$ cat src/rtl/alu_muldiv_sequencer.sv
// Purpose : RV32M multiply/divide sequencer driving the shared EX-stage ALU one add/sub per cycle.
// Latency : accept -> rsp_valid in 35 cycles (2 cycles for divide-by-zero / signed overflow).
// Backpr. : holds DONE with rsp_data stable and stall high until rsp_ready; flush aborts any op.
//
// Ports:
//   clk, rst_n              clock, asynchronous active-low reset
//   req_valid/ready/op/a/b  request from EX (op = funct3)
//   flush                   abort in-flight op, no response
//   alu_own/a/b/sel         operands driven onto the shared ALU while iterating
//   alu_result              combinational ALU result for alu_a/alu_b/alu_sel
//   rsp_valid/data/ready    result handshake
//   stall                   freeze IF/ID/EX while an op is in flight
module alu_muldiv_sequencer #(
   parameter int ITERS = 32
) (
   input  logic        clk,
   input  logic        rst_n,
   input  logic        req_valid,
   output logic        req_ready,
   input  logic [2:0]  req_op,
   input  logic [31:0] req_a,
   input  logic [31:0] req_b,
   input  logic        flush,
   output logic        alu_own,
   output logic [31:0] alu_a,
   output logic [31:0] alu_b,
   output logic [3:0]  alu_sel,
   input  logic [31:0] alu_result,
   output logic        rsp_valid,
   output logic [31:0] rsp_data,
   input  logic        rsp_ready,
   output logic        stall
);

   typedef enum logic [2:0] {IDLE, PREP, ITER, FIX, DONE} state_t;

   localparam logic [5:0] CNT_LOAD = 6'(ITERS - 1);
   localparam logic [3:0] SEL_ADD  = 4'b0000;
   localparam logic [3:0] SEL_SUB  = 4'b0001;

   state_t      r_state, w_next;
   logic [2:0]  r_op;
   logic        r_sa, r_sb;
   logic [31:0] r_a, r_b;        // |a| and |b|; r_b doubles as multiplicand / divisor
   logic [31:0] r_hi, r_lo;      // mul: product hi:lo, div: remainder:quotient
   logic [5:0]  r_cnt;
   logic [31:0] r_rsp;

   logic        w_accept;
   logic        w_sa, w_sb;
   logic        w_div_zero, w_div_ovf;
   logic [31:0] w_a_raw;
   logic [31:0] w_rs;
   logic        w_carry, w_sub_ok;
   logic [31:0] w_hi_neg;

   assign w_accept = (r_state == IDLE) && req_valid && !flush;

   // MULH, DIV, REM: both signed; MULHSU: only a signed.
   assign w_sa = req_a[31] && (req_op == 3'b001 || req_op == 3'b010 || req_op == 3'b100 || req_op == 3'b110);
   assign w_sb = req_b[31] && (req_op == 3'b001 || req_op == 3'b100 || req_op == 3'b110);

   assign w_div_zero = r_op[2] && (r_b == 32'd0);
   // Signed flags plus magnitudes uniquely identify a = INT_MIN, b = -1.
   assign w_div_ovf  = r_op[2] && !r_op[0] && r_sa && r_sb && (r_a == 32'h8000_0000) && (r_b == 32'd1);
   assign w_a_raw    = r_sa ? -r_a : r_a;

   // Divide step: shifted partial remainder; the bit shifted out makes it exceed any divisor.
   assign w_rs     = {r_hi[30:0], r_lo[31]};
   assign w_sub_ok = r_hi[31] || (w_rs >= r_b);
   assign w_carry  = alu_result < r_hi;
   // High word of the 64-bit two's complement negation: borrow only when the low word is zero.
   assign w_hi_neg = ~r_hi + {31'd0, (r_lo == 32'd0)};

   always_ff @(posedge clk or negedge rst_n) begin
      if (!rst_n) r_state <= IDLE;
      else        r_state <= w_next;
   end

   always_comb begin
      w_next = r_state;
      case (r_state)
         IDLE: if (w_accept) w_next = PREP;
         PREP: if (flush) w_next = IDLE;
               else if (w_div_zero || w_div_ovf) w_next = DONE;
               else w_next = ITER;
         ITER: if (flush) w_next = IDLE;
               else if (r_cnt == 6'd0) w_next = FIX;
         FIX:  if (flush) w_next = IDLE;
               else w_next = DONE;
         DONE: if (flush || rsp_ready) w_next = IDLE;
         default: w_next = IDLE;
      endcase
   end

   always_comb begin
      req_ready = (r_state == IDLE);
      stall     = (r_state != IDLE) || w_accept;
      rsp_valid = (r_state == DONE);
      rsp_data  = (r_state == DONE) ? r_rsp : 32'd0;
      alu_own   = (r_state == ITER);
      alu_a     = 32'd0;
      alu_b     = 32'd0;
      alu_sel   = SEL_ADD;
      if (r_state == ITER) begin
         alu_b = r_b;
         if (r_op[2]) begin
            alu_a   = w_rs;
            alu_sel = SEL_SUB;
         end else begin
            alu_a = r_hi;
         end
      end
   end

   always_ff @(posedge clk or negedge rst_n) begin
      if (!rst_n) begin
         r_op  <= 3'd0;
         r_sa  <= 1'b0;
         r_sb  <= 1'b0;
         r_a   <= 32'd0;
         r_b   <= 32'd0;
         r_hi  <= 32'd0;
         r_lo  <= 32'd0;
         r_cnt <= 6'd0;
         r_rsp <= 32'd0;
      end else begin
         case (r_state)
            IDLE: if (w_accept) begin
               r_op <= req_op;
               r_sa <= w_sa;
               r_sb <= w_sb;
               r_a  <= w_sa ? -req_a : req_a;
               r_b  <= w_sb ? -req_b : req_b;
            end
            PREP: begin
               r_cnt <= CNT_LOAD;
               if (w_div_zero) begin
                  r_hi  <= w_a_raw;
                  r_lo  <= 32'hFFFF_FFFF;
                  r_rsp <= r_op[1] ? w_a_raw : 32'hFFFF_FFFF;
               end else if (w_div_ovf) begin
                  r_hi  <= 32'd0;
                  r_lo  <= 32'h8000_0000;
                  r_rsp <= r_op[1] ? 32'd0 : 32'h8000_0000;
               end else begin
                  r_hi <= 32'd0;
                  r_lo <= r_a;
               end
            end
            ITER: begin
               r_cnt <= r_cnt - 6'd1;
               if (r_op[2]) begin
                  r_hi <= w_sub_ok ? alu_result : w_rs;
                  r_lo <= {r_lo[30:0], w_sub_ok};
               end else if (r_lo[0]) begin
                  {r_hi, r_lo} <= {w_carry, alu_result, r_lo[31:1]};
               end else begin
                  {r_hi, r_lo} <= {1'b0, r_hi, r_lo[31:1]};
               end
            end
            FIX: begin
               // Sign flags are zero for unsigned ops and MUL, so one rule per group suffices.
               case (r_op)
                  3'b000:         r_rsp <= r_lo;
                  3'b001, 3'b010,
                  3'b011:         r_rsp <= (r_sa ^ r_sb) ? w_hi_neg : r_hi;
                  3'b100, 3'b101: r_rsp <= (r_sa ^ r_sb) ? -r_lo : r_lo;
                  default:        r_rsp <= r_sa ? -r_hi : r_hi;
               endcase
            end
            default: ;
         endcase
      end
   end

endmodule
$ cat config.mk
export PLATFORM = sky130hd
export DESIGN_NAME = alu_muldiv_sequencer
export DESIGN_NICKNAME = d
export VERILOG_FILES = /design/src/rtl/alu_muldiv_sequencer.sv
export SDC_FILE = /design/constraint.sdc
export NUM_CORES = 1
export LEC_CHECK = 0
export CAP_MARGIN = 20
export CORE_AREA = 2 2 256 258
export CTS_BUF_LIST = sky130_fd_sc_hd__clkbuf_2
export DETAILED_ROUTE_END_ITERATION = 12
export DIE_AREA = 0 0 258 260
export GPL_TIMING_DRIVEN = 0
export HOLD_SLACK_MARGIN = 0.05
export SLEW_MARGIN = 40
export SYNTH_ARGS = -nofsm -noshare
export SYNTH_HDL_FRONTEND = slang
export SYNTH_SLANG_ARGS = --single-unit
export TNS_END_PERCENT = 20
$ cat constraint.sdc
create_clock -name clk -period 12.8 [get_ports clk]
set_input_delay 1.28 -clock clk [delete_from_list [all_inputs] [get_ports clk]]
set_output_delay 1.28 -clock clk [all_outputs]
set_load 0.02 [all_outputs]
# After elaboration in Yosys (flattened, before gate mapping)
# Index checks and enable logic that the tools add are counted.
word_totals:
  word_cells: 111
  register_bits: 174
  inputBits: 104
  output_inout_bits: 104
op_classes:
  n_bitwise: 2
  n_addsub: 7
  n_reduce_logical: 34
  order_cmp: 2
  eq_ne: 19
  mux: 37
ops:
  columns: ["cell", "n"]
  rows:
  - ["32-bit two-way mux", 22]
  - ["32-bit one-hot mux with 2 select lines", 3]
  - ["32-bit negator", 5]
  - ["32-bit one-hot mux with 3 select lines", 1]
  - ["32-bit logical NOT", 2]
  - ["32-bit by 1-bit adder with 32-bit output", 1]
  - ["32-bit by 1-bit == test with 1-bit output, second input constant", 1]
  - ["32-bit == test, second input constant", 1]
  - ["32-bit >= comparator", 1]
  - ["32-bit < comparator", 1]
  - ["32-bit inverter", 1]
  - ["3-bit two-way mux", 7]
  - ["3-bit by 2-bit == test with 1-bit output, second input constant", 5]
  - ["3-bit == test, second input constant", 5]
  - ["3-bit one-hot mux with 5 select lines", 1]
  - ["6-bit one-hot mux with 2 select lines", 1]
  - ["1-bit logical AND", 10]
  - ["3-bit by 1-bit == test with 1-bit output, second input constant", 3]
  - ["1-bit logical OR", 9]
  - ["3-bit logical NOT", 2]
  - ["6-bit logical NOT", 1]
  - ["6-bit by 1-bit subtractor with 6-bit output, second input constant", 1]
  - ["2-bit by 1-bit inequality test with 1-bit output, second input constant", 2]
  - ["2-bit AND reduction", 2]
  - ["other kinds (10)", 13]

# Depth between registers and ports, before layout
# Gate-level depths: netlist (run 1).
logic_depth:
  ltp_word: 10
  depth_mapped: 17
  depth_no_buf: 15

# Least setup slack after synthesis (run 1)
# OpenSTA, ideal clock, no wires.
synth_path:
  path_type: "register -> register"
  start: "register r_lo[0]"
  end: "register r_rsp[26]"
  synth_period_minus_slack_ns: 4.205
  n_path_buf: 2
  setup_slack_ns: 8.595
  stages_incl_launch_ff: 18
  required_ns: 12.674
  arrival_ns: 4.079
  setup_time_ns: 0.126
  path_cell_list: "dfrtp_1 > clkbuf_1 > clkbuf_1 > inv_1 > ha_1 > nor3b_1 > nand2_1 > nor3_1 > nand2_1 > nor3_1 > ha_1 > nor2b_1 > nand2_1 > o41ai_1 > xnor2_1 > a221oi_1 > o221ai_1 > a221o_1"
synth_via:
  elab_chain_cells: 5
  word_cells_on_any_way: 7
  cone_classes: "add/sub: 2; mux: 4; reduce/logical: 1"
synth_rtl:
  columns: ["element", "line_no", "source"]
  rows:
  - ["from (decl)", "45", "logic [31:0] r_hi, r_lo;"]
  - ["from (signal assigned)", "148", "r_lo <= r_a;"]
  - ["from (signal assigned)", "155", "r_lo <= {r_lo[30:0], w_sub_ok};"]
  - ["from (signal assigned)", "157", "{r_hi, r_lo} <= {w_carry, alu_result, r_lo[31:1]};"]
  - ["32-bit logical NOT", "73", "assign w_hi_neg = ~r_hi + {31'd0, (r_lo == 32'd0)};"]
  - ["32-bit by 1-bit adder with 32-bit output", "73", null]
  - ["32-bit two-way mux", "167", "3'b011: r_rsp <= (r_sa ^ r_sb) ? w_hi_neg : r_hi;"]
  - ["32-bit one-hot mux with 3 select lines *", "164", "case (r_op)"]
  - ["32-bit one-hot mux with 2 select lines *", "128", "case (r_state)"]
  - ["to (signal assigned)", "165", "3'b000: r_rsp <= r_lo;"]
  - ["to (signal assigned)", "167", null]
  - ["to (signal assigned)", "168", "3'b100, 3'b101: r_rsp <= (r_sa ^ r_sb) ? -r_lo : r_lo;"]
  - ["to (decl)", "47", "logic [31:0] r_rsp;"]
# Mark *: on every way between the ends. The rest lies on a longest branch, timed or not.
# A chain may end at the register's enable or synchronous reset.

# Worst setup path after layout (run 1)
layout_path:
  start: "register r_lo[0]"
  end: "register r_rsp[27]"
# The elaborated chain is that of the path after synthesis.

==> metrics.cfg, run 1 <==
[outcome]
outcome=finished, final reports clean

[yosys]
ys_warn_count=0
avgSynthCellArea_um2=7.64
synth_area_leaders=dfrtp_1 27%, mux2i_1 6.3%, o21ai_0 6.2%, ha_1 5.7%, nand2_1 5.4%
syn_area_mm2=0.0159
ys_seq_elements=174
netlist_instances=2086
synth_top_area_cell=dfrtp_1
yosysUniqueCellTypes=74
synth_edf_count=0
yosysSeqAreaShare_pct=27.3
synth_commonest_cells=230 x nand2_1, 197 x o21ai_0, 192 x nor2_1, 174 x dfrtp_1, 167 x clkbuf_1
synthArstFlopShare_pct=100
synth_top_area_share_pct=27.3
yosysMostFrequentCell=nand2_1
synth_flop_cell=dfrtp_1

[power_and_ir_drop]
combPwrFrac_pct=64.6
power_frac_clock_pct=9.0
peakVddDrop_mv=0.0618
seq_power_share_pct=26.4
power_leakage_uw=0.00749
swShare_pct=56.6
switchingPower_uw=1940
powerDensity_mw_per_mm2=176
p_int_uw=1490

[layout]
final_cell_count_no_fill=3183
area_growth_pct=22.1
fillerInstances=6963
layout.nets=2489
drive_gt1_share_pct=3.61

[routing]
dr.pass1.iters=6
wl_met1_um=32800
met2_length_um=35000
ant_nets=0
wl_per_cell_um=24.7
drtIter0Drc=2129
drc=0
routed_wl_um=78800
routed.top_layer=met5
vias_per_cell=5.56
routed-via-count=17700
wl_met3_um=6940

[die]
fp.dieArea_mm2=0.0671
die_h_um=260
initial_core_util_pct=24.9
fp-row-count=93
ios=208
die_w_um=258
design.core.area_mm2=0.0641

[timing]
setup_viol=0
fmax_ghz=0.151
clock_skew_ns=0.0694
slew_headroom_pct=32.9
worstMarginPinSlew_ns=1.00
min_period_ns=6.63
final_max_slew_viol_count=0
rsz0062_at_grt=no
fin_crit_sh_pct=51.8
hold_viol=0
setup_tns_ns=0
fin_ws_ns=6.17

[worst_setup_path]
critical_path.slowest_cell=dfrtp_1
r2r_slack_ns=6.17
crit_type=flip-flop to flip-flop
reg2reg_depth=17
reg2reg_to=r_rsp[27]
worstPathArrival_ns=7.54
crit_chain=clkbuf_1 -> clkbuf_1 -> inv_1 -> ha_1 -> nor3b_2 -> nand2_1 -> nor3_1 -> nand2_1 -> nor3_1 -> ha_1 -> nor2b_1 -> nand4_1 -> o31ai_1 -> xnor2_1 -> a221oi_1 -> a21oi_1 -> o21ai_0
r2r-start=r_lo[0]
max_stage_delay_ns=0.61
critPathCaptureType=flip-flop
crit_fanout=10
worstPathRequired_ns=13.71
critPathLaunchType=flip-flop

[clock_network]
clock-root-buffer=clkbuf_2
cts_tree=built
cts_inserted_buffers=17
clkTransAtPathRegs_ns=0.32
clock-sinks=174
postCtsSetupRepairBufs=0
cts_buffer_depth=2
ctsResizeCount=0
cts_hold_buf=0
clk_latency_ns=1.01
h-tree-depth=4

[worst_hold_path]
min_path_type=input port to asynchronous set/reset pin

[grt]
grt_pass1_wl_um=115000
grt_max_degree=67
overflow=0
first_global_vias=16600
antenna_found_initial=3
grt_usage_pct=23.1

[placement]
routabilityCongestion=1.02
dp_hpwl_um=63500
io_buffers=204
pre_cts_ws_ns=6.68
dpl.cell_count=3149

[flow_run]
maxCapViolCount=0

[per-stage QoR]
stage               power, µW  hold slack [ns]  instance area, µm²  util (%)
detailed placement       3020            0.464               19200      30.0
CTS                      3330           0.0896               19400      30.3
global route             3610            0.113               19500      30.4
finish                   3430            0.149               19500      30.4
floorplan                2190            0.440               16000         -
global placement         3020            0.462               19100      29.7
[critical path, delay by kind of cell, from the launching register on]
family                   cells  cell delay (ns)
AND/OR/NAND/NOR              7             2.75
AO/OA/AOI/OAI                4             1.43
buffers and inverters        3             1.05
flip-flops                   1             0.61
adder cells (fa/ha/maj)      2             0.55
XOR/XNOR                     1             0.13
[placed cells by master, fill, tap and decap left out, types with 14 or more instances in the layout]
cell type and instances:
o41ai_1 19, nand3_1 19, xnor2_1 77, buf_1 14, a31oi_1 25, nand4_1 25, inv_1 84, clkdlybuf4s50_1 203
o221ai_1 35, nor4_1 27, a221o_1 16, a21oi_1 103, and2_1 37, nor2_1 192, a211oi_1 17, clkbuf_2 20
xor2_1 63, o21ai_0 196, o31ai_1 34, ha_1 72, a22oi_1 37, nor3_1 74, o22ai_1 17, dfrtp_1 174
mux2i_1 100, or3_1 41, clkbuf_1 165, nand2_1 230
[area by class of cell]
cell class	instances	area [µm²]	share of cell area, %
sequential	174	4350	22.4
timing repair buffer	206	2100	10.8
tap	855	1070	5.49
clock inverter	14	140	0.720
inverter	85	319	1.64
multi-input combinational	1641	10700	54.8
antenna	2	5.00	0.0257
buffer	188	724	3.72
clock buffer	18	90.1	0.463
[flip-flops by register name (all words and copies together), names as in the netlist]
signal / count
r_sa: 1
r_op: 3
r_a: 32
r_hi: 32
r_lo: 32
r_state: 3
r_rsp: 32
r_b: 32
r_cnt: 6
r_sb: 1
[how the worst max path moves through the flow]
stage                 to    start  slack, ns  cells past startpoint
6_report       r_rsp[27]  r_lo[0]       6.17                     17
2_1_floorplan  r_rsp[26]  r_lo[0]       8.60                     17
5_1_grt        r_rsp[27]  r_lo[0]       6.15                     17
3_3_place_gp    r_rsp[3]    rst_n       2.66                      1
4_1_cts        r_rsp[27]  r_lo[0]       6.62                     17
3_5_place_dp   r_rsp[27]  r_lo[0]       6.68                     17
[power by group through the flow]
| stage | sequential [µW] | clock, µW | combinational (µW) |
|---|---|---|---|
| after CTS | 893 | 317 | 2120 |
| after global routing | 920 | 337 | 2350 |
| after global placement | 902 | 0 | 2110 |
| after floorplan | 809 | 0 | 1380 |
| after detailed placement | 905 | 0 | 2120 |
| final | 905 | 310 | 2210 |
[logic make-up (layout without fill, tap and decap cells)]
family / Yosys count / after routing / share of synthesized area [%]
adder cells (fa/ha/maj): 72 / 72 / 5.65
AND/OR/NAND/NOR: 726 / 726 / 21.8
multiplexers: 108 / 108 / 6.84
flip-flops: 174 / 174 / 27.3
other: 1 / 5 / 0.0235
buffers and inverters: 273 / 511 / 6.53
XOR/XNOR: 143 / 143 / 7.86
AO/OA/AOI/OAI: 589 / 589 / 24.0
[layer usage]
layer / track usage [%] / vias to the layer above
li1: - / 8021
met1: 30.4 / 8578
met2: 36.0 / 932
met3: 4.87 / 159
met4: 10.6 / 2
met5: 0 / -
(Power assumes the default switching activity.)
==> inputs of run 2 (changes only) <==
==> constraint.sdc (replaced) <==
create_clock -name clk -period 5.7 [get_ports clk]
set_input_delay 0.57 -clock clk [delete_from_list [all_inputs] [get_ports clk]]
set_output_delay 0.57 -clock clk [all_outputs]
set_load 0.02 [all_outputs]
==> run 2 against run 1 <==
First-iteration DRC count fell by 4.1%. Clock skew fell by 0.0072 ns. Critical path depth fell by 1. Worst hold slack improved by 0.078 ns. Worst setup slack got worse by 5.9 ns. Wire length barely moved. Flip-flop and latch count did not move. Clock-buffer cell count did not move. Combinational power rose by 120%. Final cell count rose by 0.19%. Critical endpoint is now r_rsp[26].
==> metrics.cfg, run 2 (synthesis results as in run 1) <==
[grt]
grt_max_degree=67  ; unchanged
overflow=0  ; unchanged
antenna_found_initial=2  ; -1
grt_pass1_wl_um=115000  ; +0.20%
first_global_vias=16700  ; +0.39%
grt_usage_pct=23.1  ; +0.029 points

[placement]
dpl.cell_count=3149  ; unchanged
pre_cts_ws_ns=-0.419  ; -7.10 ns
dp_hpwl_um=63500  ; unchanged
io_buffers=204  ; unchanged
routabilityCongestion=1.02  ; unchanged

[worst_setup_path]
worstPathRequired_ns=6.57  ; -7.14 ns
r2r_slack_ns=0.30  ; -5.88 ns
cpMostUsedCell=nand2_1
critPathBufInv=2  ; -1
crit_fanout=14  ; +4
r2r-start=r_lo[0]
reg2reg_to=r_rsp[26]
critPathLaunchType=flip-flop
critPathCaptureType=flip-flop
reg2reg_depth=16  ; -1
max_stage_delay_ns=0.66  ; +0.05 ns
critical_path.slowest_cell=dfrtp_2
crit_start=r_lo[0]
crit_chain=clkbuf_1 -> inv_1 -> ha_1 -> nor3b_4 -> nand2_1 -> nor3_2 -> nand2_1 -> nor3_2 -> ha_1 -> nor2b_1 -> nand2_1 -> o41ai_1 -> xnor2_1 -> a221oi_1 -> o221ai_1 -> a221o_1
worstPathArrival_ns=6.27  ; -1.27 ns
cp.depth=16  ; -1
crit_family=simple AND/OR/NAND/NOR gates
cp-endpoint=r_rsp[26]
crit_type=flip-flop to flip-flop

[die]
design.core.area_mm2=0.0641  ; unchanged
die_w_um=258  ; unchanged
initial_core_util_pct=24.9  ; unchanged
fp.dieArea_mm2=0.0671  ; unchanged
fp-row-count=93  ; unchanged
ios=208  ; unchanged
die_h_um=260  ; unchanged

[timing]
fin_crit_sh_pct=94.8  ; +43 points
worstMarginPinSlew_ns=0.964  ; -0.0353 ns
fmax_ghz=0.185  ; +23%
clock_skew_ns=0.0622  ; -0.00720 ns
slew_headroom_pct=35.3  ; +2.4 points
fin_ws_ns=0.297  ; -5.88 ns
hold_viol=0  ; unchanged
final_max_slew_viol_count=0  ; unchanged
min_period_ns=5.40  ; -1.22 ns
rsz0062_at_grt=no
setup_viol=0  ; unchanged

[worst_hold_path]
min_path_type=input port to flip-flop
hold_path_depth=3

[routing]
routed_wl_um=78800  ; about the same
routed-via-count=17700  ; +0.24%
dr.pass1.iters=8  ; +2
wl_per_cell_um=24.7  ; -0.11%
ant_nets=0  ; unchanged
drc=0  ; unchanged
drtIter0Drc=2041  ; -4.1%
vias_per_cell=5.56  ; about the same

[clock_network]
cts_buffer_depth=2  ; unchanged
cts_tree=built
h-tree-depth=4  ; unchanged
clk_latency_ns=1.00  ; about the same
clock-root-buffer=clkbuf_2
clock-sinks=174  ; unchanged
clkTransAtPathRegs_ns=0.31  ; about the same
cts_inserted_buffers=17  ; unchanged

[layout]
layout.nets=2494  ; +0.20%
final_common_cell=nand2_1
area_growth_pct=22.7
final_cell_count_no_fill=3189  ; +0.19%
layout_common_cells=230 x nand2_1, 203 x clkdlybuf4s50_1, 196 x o21ai_0, 192 x nor2_1, 173 x dfrtp_1
drive_gt1_share_pct=3.95  ; +0.34 points

[outcome]
outcome=finished, final reports clean

[power_and_ir_drop]
peakVddDrop_mv=0.139  ; +130%
power_leakage_uw=0.00753  ; +0.52%
powerDensity_mw_per_mm2=394  ; +120%

[flow_run]
maxCapViolCount=0  ; unchanged

[run 2: how the worst min path moves through the flow]
stage,end,start
floorplan,r_a[0],rst_n
detailed placement,r_rsp[17],r_rsp[17]
CTS,r_a[0],req_a[0]
finish,r_a[0],req_a[0]
global route,r_a[7],req_a[7]
global placement,r_rsp[10],r_rsp[10]
[run 2: worst min-delay path: stages]
cell	delay, ns
clkdlybuf4s50_1	0.43
inv_1	0.10
o21ai_0	0.10
[run 2: through the flow]
step	total power [µW]	hold WS, ns	utilization [%]	TNS, ns	instance area (µm²)
finish	7700	0.227	30.5	0	19600
global route	8120	0.167	30.5	0	19600
CTS	7490	0.123	30.4	0	19500
detailed placement	6780	0.464	30.0	-1.42	19200
global placement	6770	0.462	29.7	-649.42	19100
floorplan	4920	0.274	-	0	16000
[run 2: timing repair]
action                                  in CTS  in global routing
endpoints found under the setup margin      13                 15
hold buffers                                 3                  0
setup buffers                                3                  0
gates resized for setup                      2                  3
pin swaps                                    1                  0
hold endpoints to repair                   109                  0
[run 2: where the power goes]
part           internal [µW]  switching, µW  leakage, µW
clock                    145            549     0.000139
sequential              1570            483      0.00220
combinational           1630           3330      0.00519
total                   3350           4360      0.00753
[run 2: layer usage]
layer | up-vias | part of all wire [%] | GRT usage (%)
met5 | - | 0.015 | 0
met4 | 2 | 5.1 | 10.6
met3 | 162 | 9.0 | 4.85
met2 | 909 | 44 | 36.1
met1 | 8628 | 41 | 30.4
li1 | 8034 | - | -
[run 2: final cells by class]
class / instances / area (µm²)
fill: 6948 / 44600
timing repair buffer: 212 / 2170
inverter: 85 / 319
buffer: 187 / 721
tap: 855 / 1070
clock inverter: 14 / 140
antenna: 3 / 7.51
sequential: 174 / 4360
multi-input combinational: 1641 / 10700
clock buffer: 18 / 90.1
